## src/rtl/duck_pkg.sv

```systemverilog
// Shared definitions for the duck-hunt round tracker: parameter defaults,
// score ceiling and the tracker state encoding.
package duck_pkg;

    localparam int unsigned SHOTS_DEFAULT          = 3;
    localparam int unsigned FLIGHT_TICKS_DEFAULT   = 300;
    localparam int unsigned FLEE_TICKS_DEFAULT     = 60;
    localparam int unsigned BIRDS_PER_GAME_DEFAULT = 10;
    localparam int unsigned POINTS_DEFAULT         = 500;
    localparam int unsigned SCORE_MAX              = 999_999;

    typedef enum logic [1:0] {
        IDLE     = 2'd0,
        FLYING   = 2'd1,
        RESOLVED = 2'd2
    } tracker_state_e;

endpackage

```

## src/rtl/flight_timer.sv

```systemverilog
// Frame-tick flight counter: counts ticks while enabled, can be raised to a
// floor value, and flags the tick on which the count reaches LIMIT.
module flight_timer #(
    parameter int unsigned LIMIT = 300,
    parameter int unsigned W     = $clog2(LIMIT + 1)
) (
    input  logic         clk,
    input  logic         rst,
    input  logic         clear,
    input  logic         en,
    input  logic         tick,
    input  logic         load,
    input  logic [W-1:0] load_val,
    output logic         expire
);

    localparam logic [W-1:0] LIMIT_W = W'(LIMIT);
    localparam logic [W-1:0] LAST_W  = W'(LIMIT - 1);

    logic [W-1:0] count_q, count_d, count_inc;

    always_comb begin
        count_inc = count_q;
        if (en && tick && count_q != LIMIT_W) begin
            count_inc = count_q + W'(1);
        end
        count_d = count_inc;
        // load only ever raises the count, so a later floor never rewinds time
        if (load && en && count_inc < load_val) begin
            count_d = load_val;
        end
        if (clear) begin
            count_d = '0;
        end
        expire = en && tick && !clear && (count_q == LAST_W);
    end

    always_ff @(posedge clk) begin
        if (rst) begin
            count_q <= '0;
        end else begin
            count_q <= count_d;
        end
    end

endmodule

```

## src/rtl/round_tracker.sv

```systemverilog
// Per-round duck tracker: shells, flight time, hit/escape resolution and
// game-wide bird, hit and score counters.
module round_tracker
    import duck_pkg::*;
#(
    parameter int unsigned SHOTS          = SHOTS_DEFAULT,
    parameter int unsigned FLIGHT_TICKS   = FLIGHT_TICKS_DEFAULT,
    parameter int unsigned FLEE_TICKS     = FLEE_TICKS_DEFAULT,
    parameter int unsigned BIRDS_PER_GAME = BIRDS_PER_GAME_DEFAULT,
    parameter int unsigned POINTS         = POINTS_DEFAULT
) (
    input  logic        Clk,
    input  logic        Reset,
    input  logic        new_round,
    input  logic        reset_shots,
    input  logic        reset_score,
    input  logic        reset_birds,
    input  logic        tick,
    input  logic        trigger,
    input  logic        hit,
    output logic        no_shots_left,
    output logic        bird_shot,
    output logic        flew_away,
    output logic        game_over,
    output logic [1:0]  shots_left,
    output logic [3:0]  birds_done,
    output logic [3:0]  hits,
    output logic [19:0] score
);

    localparam int unsigned    TW          = $clog2(FLIGHT_TICKS + 1);
    localparam logic [TW-1:0]  FLEE_START  = TW'(FLIGHT_TICKS - FLEE_TICKS);
    localparam logic [1:0]     SHOTS_L     = 2'(SHOTS);
    localparam logic [3:0]     BIRDS_L     = 4'(BIRDS_PER_GAME);
    localparam logic [20:0]    POINTS_L    = 21'(POINTS);
    localparam logic [20:0]    SCORE_MAX_L = 21'(SCORE_MAX);

    tracker_state_e state_q, state_d;
    logic [1:0]  shots_left_q, shots_left_d;
    logic [3:0]  birds_done_q, birds_done_d;
    logic [3:0]  hits_q, hits_d;
    logic [19:0] score_q, score_d;
    logic        bird_shot_q, bird_shot_d;
    logic        flew_away_q, flew_away_d;
    logic        trig_prev_q, trig_prev_d;

    logic        flying, shot_ok, shot_hit, last_miss, expire, flee, resolve;
    logic [20:0] score_sum;

    assign flying = (state_q == FLYING);

    flight_timer #(
        .LIMIT (FLIGHT_TICKS),
        .W     (TW)
    ) u_flight_timer (
        .clk      (Clk),
        .rst      (Reset),
        .clear    (new_round),
        .en       (flying),
        .tick     (tick),
        .load     (last_miss),
        .load_val (FLEE_START),
        .expire   (expire)
    );

    always_comb begin
        shot_ok   = flying && trigger && !trig_prev_q && (shots_left_q != 2'd0) && !new_round;
        shot_hit  = shot_ok && hit;
        last_miss = shot_ok && !hit && (shots_left_q == 2'd1) && !reset_shots;
        flee      = expire && !shot_hit && !new_round;
        resolve   = shot_hit || flee;
        score_sum = {1'b0, score_q} + POINTS_L;

        state_d      = state_q;
        shots_left_d = shots_left_q;
        birds_done_d = birds_done_q;
        hits_d       = hits_q;
        score_d      = score_q;
        bird_shot_d  = bird_shot_q;
        flew_away_d  = flew_away_q;
        trig_prev_d  = trigger;

        if (new_round) begin
            state_d     = FLYING;
            bird_shot_d = 1'b0;
            flew_away_d = 1'b0;
        end else if (resolve) begin
            state_d     = RESOLVED;
            bird_shot_d = shot_hit;
            flew_away_d = flee;
        end

        if (reset_shots) begin
            shots_left_d = SHOTS_L;
        end else if (shot_ok) begin
            shots_left_d = shots_left_q - 2'd1;
        end

        if (reset_birds) begin
            birds_done_d = '0;
            hits_d       = '0;
        end else begin
            if (resolve && birds_done_q < BIRDS_L) birds_done_d = birds_done_q + 4'd1;
            if (shot_hit && hits_q < BIRDS_L)      hits_d       = hits_q + 4'd1;
        end

        if (reset_score) begin
            score_d = '0;
        end else if (shot_hit) begin
            score_d = (score_sum > SCORE_MAX_L) ? SCORE_MAX_L[19:0] : score_sum[19:0];
        end
    end

    always_ff @(posedge Clk) begin
        if (Reset) begin
            state_q      <= IDLE;
            shots_left_q <= SHOTS_L;
            birds_done_q <= '0;
            hits_q       <= '0;
            score_q      <= '0;
            bird_shot_q  <= 1'b0;
            flew_away_q  <= 1'b0;
            trig_prev_q  <= 1'b1;
        end else begin
            state_q      <= state_d;
            shots_left_q <= shots_left_d;
            birds_done_q <= birds_done_d;
            hits_q       <= hits_d;
            score_q      <= score_d;
            bird_shot_q  <= bird_shot_d;
            flew_away_q  <= flew_away_d;
            trig_prev_q  <= trig_prev_d;
        end
    end

    assign no_shots_left = (shots_left_q == 2'd0);
    assign game_over     = (birds_done_q == BIRDS_L);
    assign shots_left    = shots_left_q;
    assign birds_done    = birds_done_q;
    assign hits          = hits_q;
    assign score         = score_q;
    assign bird_shot     = bird_shot_q;
    assign flew_away     = flew_away_q;

endmodule

```

## config.mk

```make
export PLATFORM = sky130hd
export DESIGN_NAME = round_tracker
export DESIGN_NICKNAME = d
export VERILOG_FILES = /design/src/rtl/duck_pkg.sv /design/src/rtl/flight_timer.sv /design/src/rtl/round_tracker.sv
export SDC_FILE = /design/constraint.sdc
export NUM_CORES = 1
export LEC_CHECK = 0
export ABC_CLOCK_PERIOD_IN_PS = 2700
export BUFFER_PORTS_ARGS = -buffer_cell sky130_fd_sc_hd__buf_2
export CAP_MARGIN = 20
export CORE_ASPECT_RATIO = 1.5
export CORE_MARGIN = 3
export CORE_UTILIZATION = 32
export CTS_CLUSTER_DIAMETER = 120
export DETAILED_ROUTE_END_ITERATION = 8
export GPL_ROUTABILITY_DRIVEN = 0
export PLACE_DENSITY_LB_ADDON = 0.08
export SYNTH_ARGS = -nofsm -noshare
export SYNTH_HDL_FRONTEND = slang
export SYNTH_SLANG_ARGS = --single-unit
```

## constraint.sdc

```tcl
create_clock -name Clk -period 2.7 [get_ports Clk]
set_input_delay 0.54 -clock Clk [delete_from_list [all_inputs] [get_ports Clk]]
set_output_delay 0.54 -clock Clk [all_outputs]
set_load 0.02 [all_outputs]
```

======== After elaboration in Yosys (flattened, before gate mapping) ========
Cells that the tools add are included.
word-level totals
  bits in latches ......................... 0
  bits of input ports ..................... 9
  word-level logic and storage cells ...... 62
  memory bits (read-only) ................. 0
  memories ................................ 0
  output and inout port bits .............. 34
  register bits after elaboration ......... 44
  RAM bits ................................ 0
operators by class
  reductions and logical operators ........ 32
  eq/ne operators ......................... 5
  $mul .................................... 0
  multiplexer cells ....................... 5
  magnitude comparators ................... 4
  add/sub/neg operators ................... 5
  shifts and indexed selects .............. 0
  div/mod/pow operators ................... 0
  bitwise gates (word level) .............. 0
operators with widths
  kind                     number
  $add A20 B9 Y21 const B  1
  $gt A21 B20 Y1 const B   1
  $mux W20                 1
  $logic_and A1 B1 Y1      18
  $add A9 B1 Y9 const B    1
  $eq A9 B9 Y1 const B     1
  $lt A9 B8 Y1 const B     1
  $mux W9                  1
  $ne A9 B9 Y1 const B     1
  $add A4 B1 Y4 const B    2
  $lt A4 B4 Y1 const B     2
  $mux W8                  1
  $reduce_or A2 Y1         4
  $logic_not A1 Y1         5
  $eq A2 B1 Y1 const B     2
  $eq A4 B4 Y1 const B     1
  $reduce_bool A2 Y1       2
  $reduce_or A3 Y1         1
  $logic_not A2 Y1         1
  $mux W1                  2
  $sub A2 B1 Y2 const B    1
  $logic_or A1 B1 Y1       1

======== Logic depth before layout (Yosys ltp) ========
Gate-level depths: netlist of the first run.
  depth after elaboration ................. 12
  gate-level depth with buffers ........... 10
  mapped depth without buffers ............ 9

======== Modules after synthesis ========
A second synthesis of the first run with hierarchy kept.
second synthesis, totals
  cell total of the unflattened synthesis .. 356
  area total of the unflattened synthesis .. 2936.6 um^2
modules (own cells, without submodules)
  module         times used  cells each  area an instance (um^2)  seq. area each (um^2)
  round_tracker  1           240         2018.2                   680.7
  flight_timer   1           116         918.4                    180.2

======== Worst setup path before layout of the first run ========
OpenSTA, ideal clock, no wires.
  path type ............................... flip-flop to flip-flop
  start ................................... register score_q[3], in the netlist score[3]
  end ..................................... register score_q[6], in the netlist score[6]
  data required time ...................... 2.583 ns
  buffers on the path ..................... 1
  stages on the path, launching flop included .. 10
  arrival ................................. 2.724 ns
  library setup time ...................... 0.117 ns
  period minus slack after synthesis ...... 2.840 ns
  setup slack ............................. -0.140 ns
  path through ............................ dfxtp_1 > ha_1 > clkbuf_2 > nor3_1 > a211oi_1 > nand2_1 > nor3_1 > o32ai_4 > a221oi_4 > and3b_2
between the ends
  word-level cells in the longest chain between the ends .. 3
ends and longest elaborated chain
  item                    RTL line              RTL
  from (decl)             round_tracker.sv:42   logic [19:0] score_q, score_d;
  from (signal assigned)  round_tracker.sv:129  score_q <= score_d;
  $add A20 B9 Y21 *       round_tracker.sv:72   score_sum = {1'b0, score_q} + POINTS_L;
  $gt A21 B20 Y1          round_tracker.sv:110  score_d = (score_sum > SCORE_MAX_L) ? SCORE_MAX_L[19:0] : score_sum[19:0];
  $mux W20 *              round_tracker.sv:110
Every way passes the cells marked *; elsewhere a longest branch is shown, timed or not.
A chain may end at the register's enable or synchronous reset.

======== Worst setup path in the final report of the first run ========
  start ................................... register score_q[2], in the netlist score[2]
  end ..................................... register score_q[9], in the netlist score[9]
The elaborated chain is that of the path after synthesis.

==> results.rst, run 1 <==
.. list-table::
   :header-rows: 1

   * - Metric
     - Value
   * - Run status
     - finished, final reports clean
   * - TritonCTS clock tree
     - built
   * - CTS clk-pin slew, worst paths
     - 0.07 ns
   * - Detailed-routing iteration count for the pre-antenna-repair pass
     - 4
   * - Relative max-transition margin
     - 57.24%
   * - Port Buffers
     - 42
   * - Clock sink total
     - 43
   * - Post-layout instance area
     - 3327 µm²
   * - Worst ir drop on vdd
     - 0.0002889 V
   * - Row count
     - 40
   * - Height of the chip
     - 117.3 µm
   * - Overall overflow remaining after global route
     - 0
   * - Final net count
     - 402
   * - Portion of the clock cycle consumed by the worst path in the final layout
     - 94.24%
   * - Setup fix buffers added after clock tree synthesis
     - 0
   * - RSZ-0062 raised after global routing
     - false
   * - Maximum buffer depth of the clock tree
     - 2
   * - Area after DPL
     - 3084 µm²
   * - First-pass GRT wire length
     - 12,100 µm
   * - Die W
     - 80.22 µm
   * - H-tree levels
     - 2
   * - Count of boundary I/O pins
     - 43
   * - Required time reported for the critical path endpoint
     - 2.93 ns
   * - Number of instances on the worst hold path
     - 2
   * - Net Count, Synth
     - 344
   * - Count of antenna-violating nets left after detailed routing
     - 0
   * - Tightest Hold Check Type
     - in2reg
   * - Total number of yosys warnings
     - 0
   * - Maximum number of pins on one net before global-route repair
     - 15
   * - Num CTS Buffers
     - 5
   * - Total design power
     - 1473 µW
   * - FF-to-FF End
     - score[9]$_SDFFE_PP0P_
   * - Dominant register cell in the synthesized netlist
     - sky130_fd_sc_hd__dfxtp_1
   * - Number of design-rule violations left by the first detailed-router iteration
     - 100
   * - Syn Inst Count
     - 326
   * - Core outline area
     - 8008 µm²
   * - Worst Max-Slew Pin Slew
     - 0.6347 ns
   * - Hold slack final
     - 0.4512 ns
   * - Total setup violations reported at the end of the flow
     - 0
   * - Ant. Diodes
     - 0
   * - Area of the die
     - 9411 µm²
   * - Clock insertion delay at the later pin of the skew report
     - 0.29 ns
   * - Via count of the first global-routing pass
     - 2,529
   * - Adder and majority cell fraction of the synthesized area
     - 4.259%
   * - Routed wire length
     - 7274 µm
   * - Source of the worst hold timing path
     - trigger
   * - Main combinational cell family by area after synthesis
     - simple AND/OR/NAND/NOR gates
   * - Starting Density
     - 33.02%
   * - Simple logic cell fraction of the synthesized area
     - 27.17%
   * - Reg-to-reg setup timing slack
     - 0.16 ns
   * - Hold Vio Cnt, Final
     - 0
   * - Library cells used by synthesis
     - 60
   * - Vias per std cell
     - 5.173
   * - Number of enable-type register cells in the synthesized netlist
     - 0
   * - Total vias in the final route
     - 2,535
   * - CTS Root Buffer Type
     - sky130_fd_sc_hd__clkbuf_16
   * - Worst Setup Start Kind
     - flop
   * - FFs w/ async S/R, synth
     - 0%
   * - Sequential share of the synthesized area
     - 32.56%
   * - Number of max-capacitance violations reported
     - 0
   * - Flop and latch count out of synthesis
     - 43
   * - Synthesized area
     - 2644 µm²
   * - Number of cells after detailed placement
     - 482
   * - HPWL after detailed placement
     - 5586 µm
   * - Wirelength per Cell
     - 14.84 µm
   * - Critical Path End Type
     - flop
   * - Worst hold endpoint
     - trig_prev_q$_SDFF_PP1_
   * - Commonest cells after routing, fill and taps aside
     - 43 x sky130_fd_sc_hd__dfxtp_1, 42 x sky130_fd_sc_hd__buf_2, 34 x sky130_fd_sc_hd__nor2_1, 31 x sky130_fd_sc_hd__buf_4, 30 x sky130_fd_sc_hd__nand2_1
   * - Post-synthesis area per instance
     - 8.110 µm²
   * - Final clock skew
     - 0.008771 ns
   * - Most common library cell in the layout ignoring fill and taps
     - sky130_fd_sc_hd__dfxtp_1
   * - Number of cells on the worst reg-to-reg path
     - 9
   * - Number of slew-limit violations in the final report
     - 0
   * - Overall routing resource usage
     - 16.21%
   * - Maximum achievable frequency
     - 0.3930 GHz
   * - Arrival time at the worst endpoint
     - 2.77 ns
   * - Multiplexer area fraction after synthesis
     - 0.7572%
   * - Antenna violations before repair
     - 0
   * - Time the worst path needs with I/O delays and setup
     - 2.544 ns
   * - Post-synthesis share of cell area spent on xor and xnor gates
     - 8.282%
   * - FF-to-FF Start
     - score[2]$_SDFFE_PP0P_
   * - Total power divided by cell area
     - 442.6 nW/µm²
   * - Final std cells w/o fill
     - 490
   * - Critical path peak fanout
     - 11
   * - Fraction of final layout cells sized beyond drive strength 1
     - 28.05%
   * - Post-synthesis compound-gate area fraction
     - 20.16%
   * - DRC viols
     - 0
   * - Leakage dissipation
     - 0.001364 µW
   * - Growth of design area from synthesis to finish
     - 25.84%
   * - Setup CP Type
     - reg2reg
## what timing repair did
item	4_1_cts	5_1_grt
pin swaps	0	2
hold buffers	0	0
gates resized for setup	2	10
setup endpoints to repair	13	14
## power breakdown
part	internal, µW	leakage, µW	switching (µW)	total (µW)
Combinational	18.5	0.000927	31.4	49.9
Sequential	637	0.000347	2.27	640
Clock	530	0.0000900	253	783
## flip-flops by register name (all words and copies together), names as in the netlist, named ones only
| signal | count |
|---|---|
| trig_prev_q | 1 |
| state_q | 2 |
| bird_shot | 1 |
| shots_left | 2 |
| birds_done | 4 |
| hits | 4 |
| flew_away | 1 |
| score | 19 |
| u_flight_timer.count_q | 6 |
## cell families (layout without fill, tap and decap cells)
| family | count (synthesis) | in the layout |
|---|---|---|
| adder cells (fa/ha/maj) | 9 | 9 |
| buffers and inverters | 33 | 92 |
| XOR/XNOR | 25 | 25 |
| flip-flops | 43 | 43 |
| AND/OR/NAND/NOR | 140 | 140 |
| AO/OA/AOI/OAI | 74 | 74 |
| multiplexers | 2 | 2 |
## worst max-delay path: stages (launching register included)
cell	delay [ns]
sky130_fd_sc_hd__dfxtp_1	0.34
sky130_fd_sc_hd__buf_4	0.17
sky130_fd_sc_hd__and2_2	0.22
sky130_fd_sc_hd__nor3_4	0.07
sky130_fd_sc_hd__or4_4	0.52
sky130_fd_sc_hd__a21o_1	0.17
sky130_fd_sc_hd__a211o_1	0.35
sky130_fd_sc_hd__a221oi_4	0.32
sky130_fd_sc_hd__buf_4	0.20
sky130_fd_sc_hd__o21a_1	0.12
## cell usage after synthesis (3+ instances only)
| master | count | area share (%) |
|---|---|---|
| sky130_fd_sc_hd__dfxtp_1 | 43 | 33 |
| sky130_fd_sc_hd__a31oi_1 | 6 | 1.4 |
| sky130_fd_sc_hd__xnor2_1 | 12 | 4.0 |
| sky130_fd_sc_hd__xor2_1 | 13 | 4.3 |
| sky130_fd_sc_hd__nor4_1 | 9 | 2.1 |
| sky130_fd_sc_hd__buf_4 | 3 | 0.85 |
| sky130_fd_sc_hd__a211o_1 | 3 | 0.99 |
| sky130_fd_sc_hd__a21oi_1 | 17 | 3.2 |
| sky130_fd_sc_hd__inv_1 | 11 | 1.6 |
| sky130_fd_sc_hd__or4_1 | 3 | 0.85 |
| sky130_fd_sc_hd__nor2_1 | 34 | 4.8 |
| sky130_fd_sc_hd__nor2b_1 | 3 | 0.71 |
| sky130_fd_sc_hd__nor3_1 | 17 | 3.2 |
| sky130_fd_sc_hd__o21a_1 | 7 | 2.0 |
| sky130_fd_sc_hd__or2_2 | 3 | 0.71 |
| sky130_fd_sc_hd__nand2_1 | 30 | 4.3 |
| sky130_fd_sc_hd__buf_2 | 5 | 0.95 |
| sky130_fd_sc_hd__buf_6 | 5 | 2.1 |
| sky130_fd_sc_hd__o21ai_0 | 14 | 2.7 |
| sky130_fd_sc_hd__nand3_1 | 17 | 3.2 |
| sky130_fd_sc_hd__a41oi_1 | 4 | 1.3 |
| sky130_fd_sc_hd__clkbuf_1 | 6 | 0.85 |
| sky130_fd_sc_hd__ha_1 | 9 | 4.3 |
| sky130_fd_sc_hd__a211oi_1 | 4 | 1.1 |
| sky130_fd_sc_hd__nand4_1 | 6 | 1.4 |
## worst max-delay path by stage
stage	from	to	slack (ns)
6_report	score[2]$_SDFFE_PP0P_	score[9]$_SDFFE_PP0P_	0.16
5_1_grt	score[2]$_SDFFE_PP0P_	score[8]$_SDFFE_PP0P_	0.01
4_1_cts	score[2]$_SDFFE_PP0P_	score[12]$_SDFFE_PP0P_	0.03
3_5_place_dp	score[2]$_SDFFE_PP0P_	score[12]$_SDFFE_PP0P_	-0.11
3_3_place_gp	score[2]$_SDFFE_PP0P_	score[11]$_SDFFE_PP0P_	-0.07
2_1_floorplan	score[9]$_SDFFE_PP0P_	score[6]$_SDFFE_PP0P_	0.004
## layer usage
metal / GRT usage [%] / wire length, µm / part of all wire (%) / vias to the layer above
li1: - / - / - / 1289
met1: 17.28 / 2909 / 40 / 1198
met2: 30.71 / 4033 / 55 / 42
met3: 2.765 / 239 / 3.3 / 6
met4: 5.708 / 92 / 1.3 / 0
met5: 0 / 0 / 0 / -
## through the flow
stage | setup TNS (ns) | utilization (%) | worst slack [ns]
floorplan | 0 | - | 0.004349
global placement | -0.8257 | 38.52 | -0.07415
detailed placement | -1.227 | 38.52 | -0.1070
CTS | 0 | 41.06 | 0.03498
global route | 0 | 41.55 | 0.01373
finish | 0 | 41.55 | 0.1555
## cell type report
| type | count | area [µm²] |
|---|---|---|
| clock buffers | 5 | 125.1 |
| fillers | 855 | 4681 |
| multi-input cells | 250 | 1658 |
| repair buffers | 73 | 442.9 |
| inverters | 11 | 41.29 |
| flip-flops and latches | 43 | 860.8 |
| clock inverters | 3 | 67.56 |
| well taps | 105 | 131.4 |
No activity file was read; power rests on OpenSTA's default activity.
==> run 2: changes to the inputs <==
Settings changed: MAX_ROUTING_LAYER set to met4.
==> results.rst, run 2 (synthesis results as in run 1) <==
.. list-table::
   :header-rows: 1

   * - Metric
     - Value
   * - Number of slew-limit violations in the final report
     - 0
   * - Setup fix buffers added after clock tree synthesis
     - 0
   * - Multi-input gate area in the final layout
     - 1658 µm²
   * - Number of max-capacitance violations reported
     - 0
   * - H-tree levels
     - 2
   * - Worst Max-Slew Pin Slew
     - 0.6344 ns
   * - Leakage dissipation
     - 0.001364 µW
   * - FF-to-FF Start
     - score[2]$_SDFFE_PP0P_
   * - Number of cells on the worst reg-to-reg path
     - 9
   * - Height of the chip
     - 117.3 µm
   * - Area of the die
     - 9411 µm²
   * - Hold Vio Cnt, Final
     - 0
   * - Port Buffers
     - 42
   * - Routed wire length
     - 7267 µm
   * - Most common library cell in the layout ignoring fill and taps
     - sky130_fd_sc_hd__dfxtp_1
   * - FF-to-FF End
     - score[9]$_SDFFE_PP0P_
   * - Required time reported for the critical path endpoint
     - 2.93 ns
   * - Tightest Hold Check Type
     - in2reg
   * - Area taken by flip-flops and latches
     - 860.8 µm²
   * - DRC viols
     - 0
   * - Count of antenna-violating nets left after detailed routing
     - 0
   * - Worst Setup Start Kind
     - flop
   * - Number of instances on the worst hold path
     - 2
   * - Max reg flops
     - 19
   * - Critical path's most frequent cell
     - sky130_fd_sc_hd__buf_4
   * - Hold slack final
     - 0.4512 ns
   * - Worst path cell trace
     - buf_4 > and2_2 > nor3_4 > or4_4 > a21o_1 > a211o_1 > a221oi_4 > buf_4 > o21a_1
   * - Critical path peak fanout
     - 11
   * - Growth of design area from synthesis to finish
     - 25.84%
   * - Antenna violations before repair
     - 0
   * - Time the worst path needs with I/O delays and setup
     - 2.542 ns
   * - Max stage delay on crit path
     - 0.52 ns
   * - Commonest cells after routing, fill and taps aside
     - 43 x sky130_fd_sc_hd__dfxtp_1, 42 x sky130_fd_sc_hd__buf_2, 34 x sky130_fd_sc_hd__nor2_1, 31 x sky130_fd_sc_hd__buf_4, 30 x sky130_fd_sc_hd__nand2_1
   * - Number of design-rule violations left by the first detailed-router iteration
     - 103
   * - TritonCTS clock tree
     - built
   * - Overall overflow remaining after global route
     - 0
   * - Count of boundary I/O pins
     - 43
   * - Clock insertion delay at the later pin of the skew report
     - 0.29 ns
   * - Final net count
     - 402
   * - Run status
     - finished, final reports clean
   * - Setup CP Type
     - reg2reg
   * - Maximum achievable frequency
     - 0.3934 GHz
   * - Relative max-transition margin
     - 57.26%
   * - FILL cells
     - 855
   * - Fraction of final layout cells sized beyond drive strength 1
     - 28.05%
   * - Total setup violations reported at the end of the flow
     - 0
   * - Worst hold endpoint
     - trig_prev_q$_SDFF_PP1_
   * - Reg-to-reg setup timing slack
     - 0.16 ns
   * - Total power divided by cell area
     - 442.9 nW/µm²
   * - Row count
     - 40
   * - Overall routing resource usage
     - 16.66%
   * - Arrival time at the worst endpoint
     - 2.77 ns
   * - Critical Path End Type
     - flop
   * - Highest-delay cell along the critical path
     - sky130_fd_sc_hd__or4_4
   * - Final clock skew
     - 0.009358 ns
   * - Maximum buffer depth of the clock tree
     - 2
   * - Portion of the clock cycle consumed by the worst path in the final layout
     - 94.14%
   * - Source of the worst hold timing path
     - trigger
   * - RSZ-0062 raised after global routing
     - false
   * - Total vias in the final route
     - 2,556
   * - Clock sink total
     - 43
   * - Die W
     - 80.22 µm
   * - First-pass GRT wire length
     - 12,110 µm
   * - Vias per std cell
     - 5.216
   * - Core outline area
     - 8008 µm²
   * - Maximum number of pins on one net before global-route repair
     - 15
   * - Starting Density
     - 33.02%
   * - Layout Utilization
     - 41.55%
   * - Num CTS Buffers
     - 5
   * - CTS clk-pin slew, worst paths
     - 0.07 ns
   * - CTS Root Buffer Type
     - sky130_fd_sc_hd__clkbuf_16
   * - Wirelength per Cell
     - 14.83 µm
   * - Via count of the first global-routing pass
     - 2,520
   * - Detailed-routing iteration count for the pre-antenna-repair pass
     - 4
   * - Worst ir drop on vdd
     - 0.0002890 V
   * - HPWL after detailed placement
     - 5586 µm
   * - Ant. Diodes
     - 0
==> run 2: cell counts in the layout (fill, tap and decap cells not counted) <==
No cell type changed its count.
==> run 2: where the power goes <==
| group | leakage, µW | internal [µW] | switching [µW] |
|---|---|---|---|
| clock | 0.0000900 | 530 | 254 |
| sequential | 0.000347 | 637 | 2.27 |
| combinational | 0.000927 | 18.5 | 31.5 |
| total | 0.00136 | 1190 | 288 |
==> run 2: stage by stage <==
stage          power [µW]  area [µm²]  setup slack (ns)  setup TNS [ns]  instances
4_1_cts              1492        3288           0.03498               0        490
3_5_place_dp        703.5        3084           -0.1070          -1.227        482
3_3_place_gp        703.7        3084          -0.07415         -0.8257        482
6_report             1474        3327            0.1583               0        490
2_1_floorplan       683.9        2649          0.004349               0        326
5_1_grt              1526        3327           0.01384               0        490
==> run 2: area by class of cell <==
type	instances	share of cell area, %
clock buffers	5	3.761
clock inverters	3	2.031
inverters	11	1.241
multi-input cells	250	49.83
flip-flops and latches	43	25.87
well taps	105	3.949
repair buffers	73	13.31
==> run 2: metal layers <==
metal	vias up	routed length [µm]	part of all wire, %	global-route usage (%)
met5	-	0	0	-
met4	0	102	1.4	5.708
met3	8	230	3.2	2.611
met2	52	4030	55	30.71
met1	1206	2904	40	17.42
li1	1290	-	-	-
==> run 2: worst max path at each step <==
stage	to	from	slack, ns	cells past startpoint
final	score[9]$_SDFFE_PP0P_	score[2]$_SDFFE_PP0P_	0.16	9
after global placement	score[11]$_SDFFE_PP0P_	score[2]$_SDFFE_PP0P_	-0.07	9
after floorplan	score[6]$_SDFFE_PP0P_	score[9]$_SDFFE_PP0P_	0.004	9
after detailed placement	score[12]$_SDFFE_PP0P_	score[2]$_SDFFE_PP0P_	-0.11	9
after global routing	score[8]$_SDFFE_PP0P_	score[2]$_SDFFE_PP0P_	0.01	9
after CTS	score[12]$_SDFFE_PP0P_	score[2]$_SDFFE_PP0P_	0.03	9
==> run 2: critical path: cells and delay by family (launching register included) <==
kind / cells / cell delay [ns]
AO/OA/AOI/OAI: 4 / 0.96
buffers and inverters: 2 / 0.37
flip-flops: 1 / 0.34
AND/OR/NAND/NOR: 3 / 0.82
==> run 2: repair_timing <==
| action | CTS | global route |
|---|---|---|
| gates resized for setup | 2 | 10 |
| pin swaps | 0 | 2 |
| hold buffers | 0 | 0 |
| setup endpoints to repair | 13 | 14 |
==> run 3: changes to the inputs <==
Settings changed: ABC_AREA set to 1, CTS_CLUSTER_SIZE set to 8.
==> results.rst, run 3 <==
.. list-table::
   :header-rows: 1

   * - Metric
     - Value
   * - Run status
     - finished, final reports clean
   * - First-pass GRT wire length
     - 11,920 µm
   * - CTS Root Buffer Type
     - sky130_fd_sc_hd__clkbuf_16
   * - Synthesized area
     - 2863 µm²
   * - Library cells used by synthesis
     - 39
   * - Net Count, Synth
     - 437
   * - Worst hold endpoint
     - trig_prev_q$_SDFF_PP1_
   * - Arrival time at the worst endpoint
     - 2.47 ns
   * - Relative max-transition margin
     - 66.44%
   * - Commonest cells after routing, fill and taps aside
     - 96 x sky130_fd_sc_hd__nand2_1, 60 x sky130_fd_sc_hd__inv_1, 57 x sky130_fd_sc_hd__nor2_1, 43 x sky130_fd_sc_hd__dfxtp_1, 42 x sky130_fd_sc_hd__buf_2
   * - FF-to-FF End
     - score[3]$_SDFFE_PP0P_
   * - Setup CP Type
     - reg2reg
   * - Total number of yosys warnings
     - 0
   * - FFs w/ async S/R, synth
     - 0%
   * - Number of design-rule violations left by the first detailed-router iteration
     - 82
   * - Combinational share of power
     - 4.4%
   * - Main combinational cell family by area after synthesis
     - simple AND/OR/NAND/NOR gates
   * - Net switching fraction of the power
     - 21.98%
   * - Adder and majority cell fraction of the synthesized area
     - 3.934%
   * - Maximum buffer depth of the clock tree
     - 2
   * - Sequential share of the synthesized area
     - 30.07%
   * - Commonest cells post-synth
     - 96 x sky130_fd_sc_hd__nand2_1, 60 x sky130_fd_sc_hd__inv_1, 57 x sky130_fd_sc_hd__nor2_1, 43 x sky130_fd_sc_hd__dfxtp_1, 24 x sky130_fd_sc_hd__o21ai_0
   * - Top cell type's share of synthesized area
     - 30.07%
   * - Port Buffers
     - 42
   * - HPWL after detailed placement
     - 5600 µm
   * - Num CTS Buffers
     - 5
   * - Number of slew-limit violations in the final report
     - 0
   * - Layout Utilization
     - 38.56%
   * - Post-synthesis compound-gate area fraction
     - 15.21%
   * - Yosys top cell by area
     - sky130_fd_sc_hd__dfxtp_1
   * - Detailed-routing iteration count for the pre-antenna-repair pass
     - 6
   * - Post-synthesis area per instance
     - 6.832 µm²
   * - Growth of design area from synthesis to finish
     - 15.38%
   * - Clock sink total
     - 43
   * - CTS clk-pin slew, worst paths
     - 0.06 ns
   * - H-tree levels
     - 2
   * - Maximum achievable frequency
     - 0.4327 GHz
   * - Clock insertion delay at the later pin of the skew report
     - 0.28 ns
   * - Via count of the first global-routing pass
     - 2,522
   * - TritonCTS clock tree
     - built
   * - Most instantiated library cell after synthesis
     - sky130_fd_sc_hd__nand2_1
   * - Multiplexer area fraction after synthesis
     - 0%
   * - Vias per std cell
     - 4.637
   * - Overall routing resource usage
     - 14.88%
   * - Required time reported for the critical path endpoint
     - 2.86 ns
   * - RSZ-0062 raised after global routing
     - false
   * - Total power divided by cell area
     - 384.8 nW/µm²
   * - Post-synthesis share of cell area spent on xor and xnor gates
     - 2.753%
   * - Max reg flops
     - 19
   * - DRC viols
     - 0
   * - Flop and latch count out of synthesis
     - 43
   * - Final clock skew
     - 0.004888 ns
   * - Die W
     - 83.23 µm
   * - Sequential cell fraction of total power
     - 50.7%
   * - Total setup violations reported at the end of the flow
     - 0
   * - Total vias in the final route
     - 2,648
   * - Row count
     - 41
   * - Portion of the clock cycle consumed by the worst path in the final layout
     - 85.60%
   * - Switching power
     - 279.4 µW
   * - Worst Setup Start Kind
     - flop
   * - Dominant register cell in the synthesized netlist
     - sky130_fd_sc_hd__dfxtp_1
   * - Total negative slack for setup checks
     - 0 ns
   * - Syn Inst Count
     - 419
   * - Core outline area
     - 8567 µm²
   * - Number of enable-type register cells in the synthesized netlist
     - 0
   * - Critical path peak fanout
     - 11
   * - Setup slack after placement
     - 0.2887 ns
   * - Wirelength per Cell
     - 12.35 µm
   * - Number of instances on the worst hold path
     - 2
   * - Fraction of final layout cells sized beyond drive strength 1
     - 20.91%
   * - Tightest Hold Check Type
     - in2reg
   * - Worst Setup Slack, final
     - 0.3889 ns
   * - Overall overflow remaining after global route
     - 0
   * - FF-to-FF Start
     - score[2]$_SDFFE_PP0P_
   * - Simple logic cell fraction of the synthesized area
     - 36.49%
   * - Area of the die
     - 10,140 µm²
   * - Number of max-capacitance violations reported
     - 0
   * - Clock share of power
     - 45.0%
   * - Hold Vio Cnt, Final
     - 0
   * - Worst ir drop on vdd
     - 0.0002714 V
   * - Count of boundary I/O pins
     - 43
   * - Number of cells on the worst reg-to-reg path
     - 15
   * - Count of antenna-violating nets left after detailed routing
     - 0
   * - Maximum number of pins on one net before global-route repair
     - 22
   * - Antenna violations before repair
     - 0
   * - Cell Int Power
     - 991.6 µW
   * - Starting Density
     - 33.42%
   * - Most common library cell in the layout ignoring fill and taps
     - sky130_fd_sc_hd__nand2_1
   * - Ant. Diodes
     - 0
   * - Reg-to-reg setup timing slack
     - 0.39 ns
   * - Worst Max-Slew Pin Slew
     - 0.5023 ns
   * - Time the worst path needs with I/O delays and setup
     - 2.311 ns
   * - Routed wire length
     - 7051 µm
   * - Post-layout instance area
     - 3303 µm²
   * - Critical Path End Type
     - flop
   * - Source of the worst hold timing path
     - trigger
   * - Final net count
     - 483
   * - Leading cell types by total area after synthesis
     - sky130_fd_sc_hd__dfxtp_1 30%, sky130_fd_sc_hd__nand2_1 13%, sky130_fd_sc_hd__inv_1 7.9%, sky130_fd_sc_hd__nor2_1 7.5%, sky130_fd_sc_hd__a21oi_4 5.7%
   * - Area after DPL
     - 3169 µm²
   * - Leakage dissipation
     - 0.001463 µW
   * - Height of the chip
     - 121.8 µm
==> run 3: cell count changes after synthesis, moves of 7 or more <==
cell                      previous run  this run
sky130_fd_sc_hd__inv_1              11        60
sky130_fd_sc_hd__xnor2_1            12         4
sky130_fd_sc_hd__o21a_1              7         0
sky130_fd_sc_hd__nor2_1             34        57
sky130_fd_sc_hd__o21ai_0            14        24
sky130_fd_sc_hd__nand2_1            30        96
sky130_fd_sc_hd__nand2_2             1        12
sky130_fd_sc_hd__xor2_1             13         5
sky130_fd_sc_hd__nor3_1             17         6
sky130_fd_sc_hd__a21oi_4             0        10
sky130_fd_sc_hd__nand3_2             0         7
==> run 3: per-stage QoR <==
step / cells / hold slack, ns / power [µW]
detailed placement: 565 / 0.4573 / 714.7
global placement: 565 / 0.4541 / 715.0
floorplan: 419 / 0.4418 / 694.2
finish: 571 / 0.4648 / 1271
global route: 571 / 0.4726 / 1327
CTS: 571 / 0.4603 / 1295
==> run 3: power by group through the flow <==
stage	clock network [µW]	logic (µW)	registers [µW]
global placement	0	56.7	658
global route	619	63.6	644
floorplan	0	35.7	659
finish	572	55.3	644
detailed placement	0	56.5	658
CTS	595	56.7	644
==> run 3: worst max-delay path, stage by stage, from the launching register on <==
cell                      delay [ns]
sky130_fd_sc_hd__dfxtp_1        0.40
sky130_fd_sc_hd__ha_1           0.21
sky130_fd_sc_hd__inv_1          0.06
sky130_fd_sc_hd__nand2_2        0.10
sky130_fd_sc_hd__inv_2          0.04
sky130_fd_sc_hd__nand2_2        0.20
sky130_fd_sc_hd__nand2_1        0.08
sky130_fd_sc_hd__nand2_1        0.06
sky130_fd_sc_hd__nand2_1        0.06
sky130_fd_sc_hd__inv_1          0.08
sky130_fd_sc_hd__nand2_2        0.07
sky130_fd_sc_hd__nor2_4         0.10
sky130_fd_sc_hd__nand4_1        0.18
sky130_fd_sc_hd__nand2_4        0.24
sky130_fd_sc_hd__buf_4          0.24
sky130_fd_sc_hd__a21oi_4        0.06
==> run 3: cells by family after synthesis <==
group,count (synthesis)
xor gates and xnor gates,9
buffers and inverters,74
DFF,43
AOI/OAI and AO/OA,61
and+or+nand+nor,223
adders and majority gates,9
==> run 3: worst max path at each step <==
stage / startpoint / slack, ns / cells past startpoint / endpoint
2_1_floorplan: shots_left[0]$_SDFFE_PP1P_ / 0.41 / 11 / score[5]$_SDFFE_PP0P_
3_3_place_gp: score[2]$_SDFFE_PP0P_ / 0.31 / 13 / score[2]$_SDFFE_PP0P_
3_5_place_dp: score[2]$_SDFFE_PP0P_ / 0.29 / 15 / score[5]$_SDFFE_PP0P_
4_1_cts: score[2]$_SDFFE_PP0P_ / 0.27 / 15 / score[3]$_SDFFE_PP0P_
5_1_grt: score[2]$_SDFFE_PP0P_ / 0.08 / 15 / score[3]$_SDFFE_PP0P_
6_report: score[2]$_SDFFE_PP0P_ / 0.39 / 15 / score[3]$_SDFFE_PP0P_
==> run 3: layout make-up <==
cell class / count / area, µm²
fill: 953 / 5264
multi-input combinational: 302 / 1677
sequential: 43 / 860.8
timing repair buffer: 49 / 262.8
inverter: 64 / 240.2
tap: 107 / 133.9
clock buffer: 6 / 128.9
==> run 3: layer usage <==
layer  share of wire [%]  track usage (%)  routed length (µm)
met1                  41            15.59                2900
met2                  54            28.11                3807
met3                 3.4            2.571                 243
met4                 1.4            4.806                  99
met5                   0                -                   0
==> run 3: timing repair <==
item,4_1_cts,5_1_grt
buffers inserted,0,0
hold buffers,0,0
resized for setup,0,1
endpoints found under the setup margin,0,3
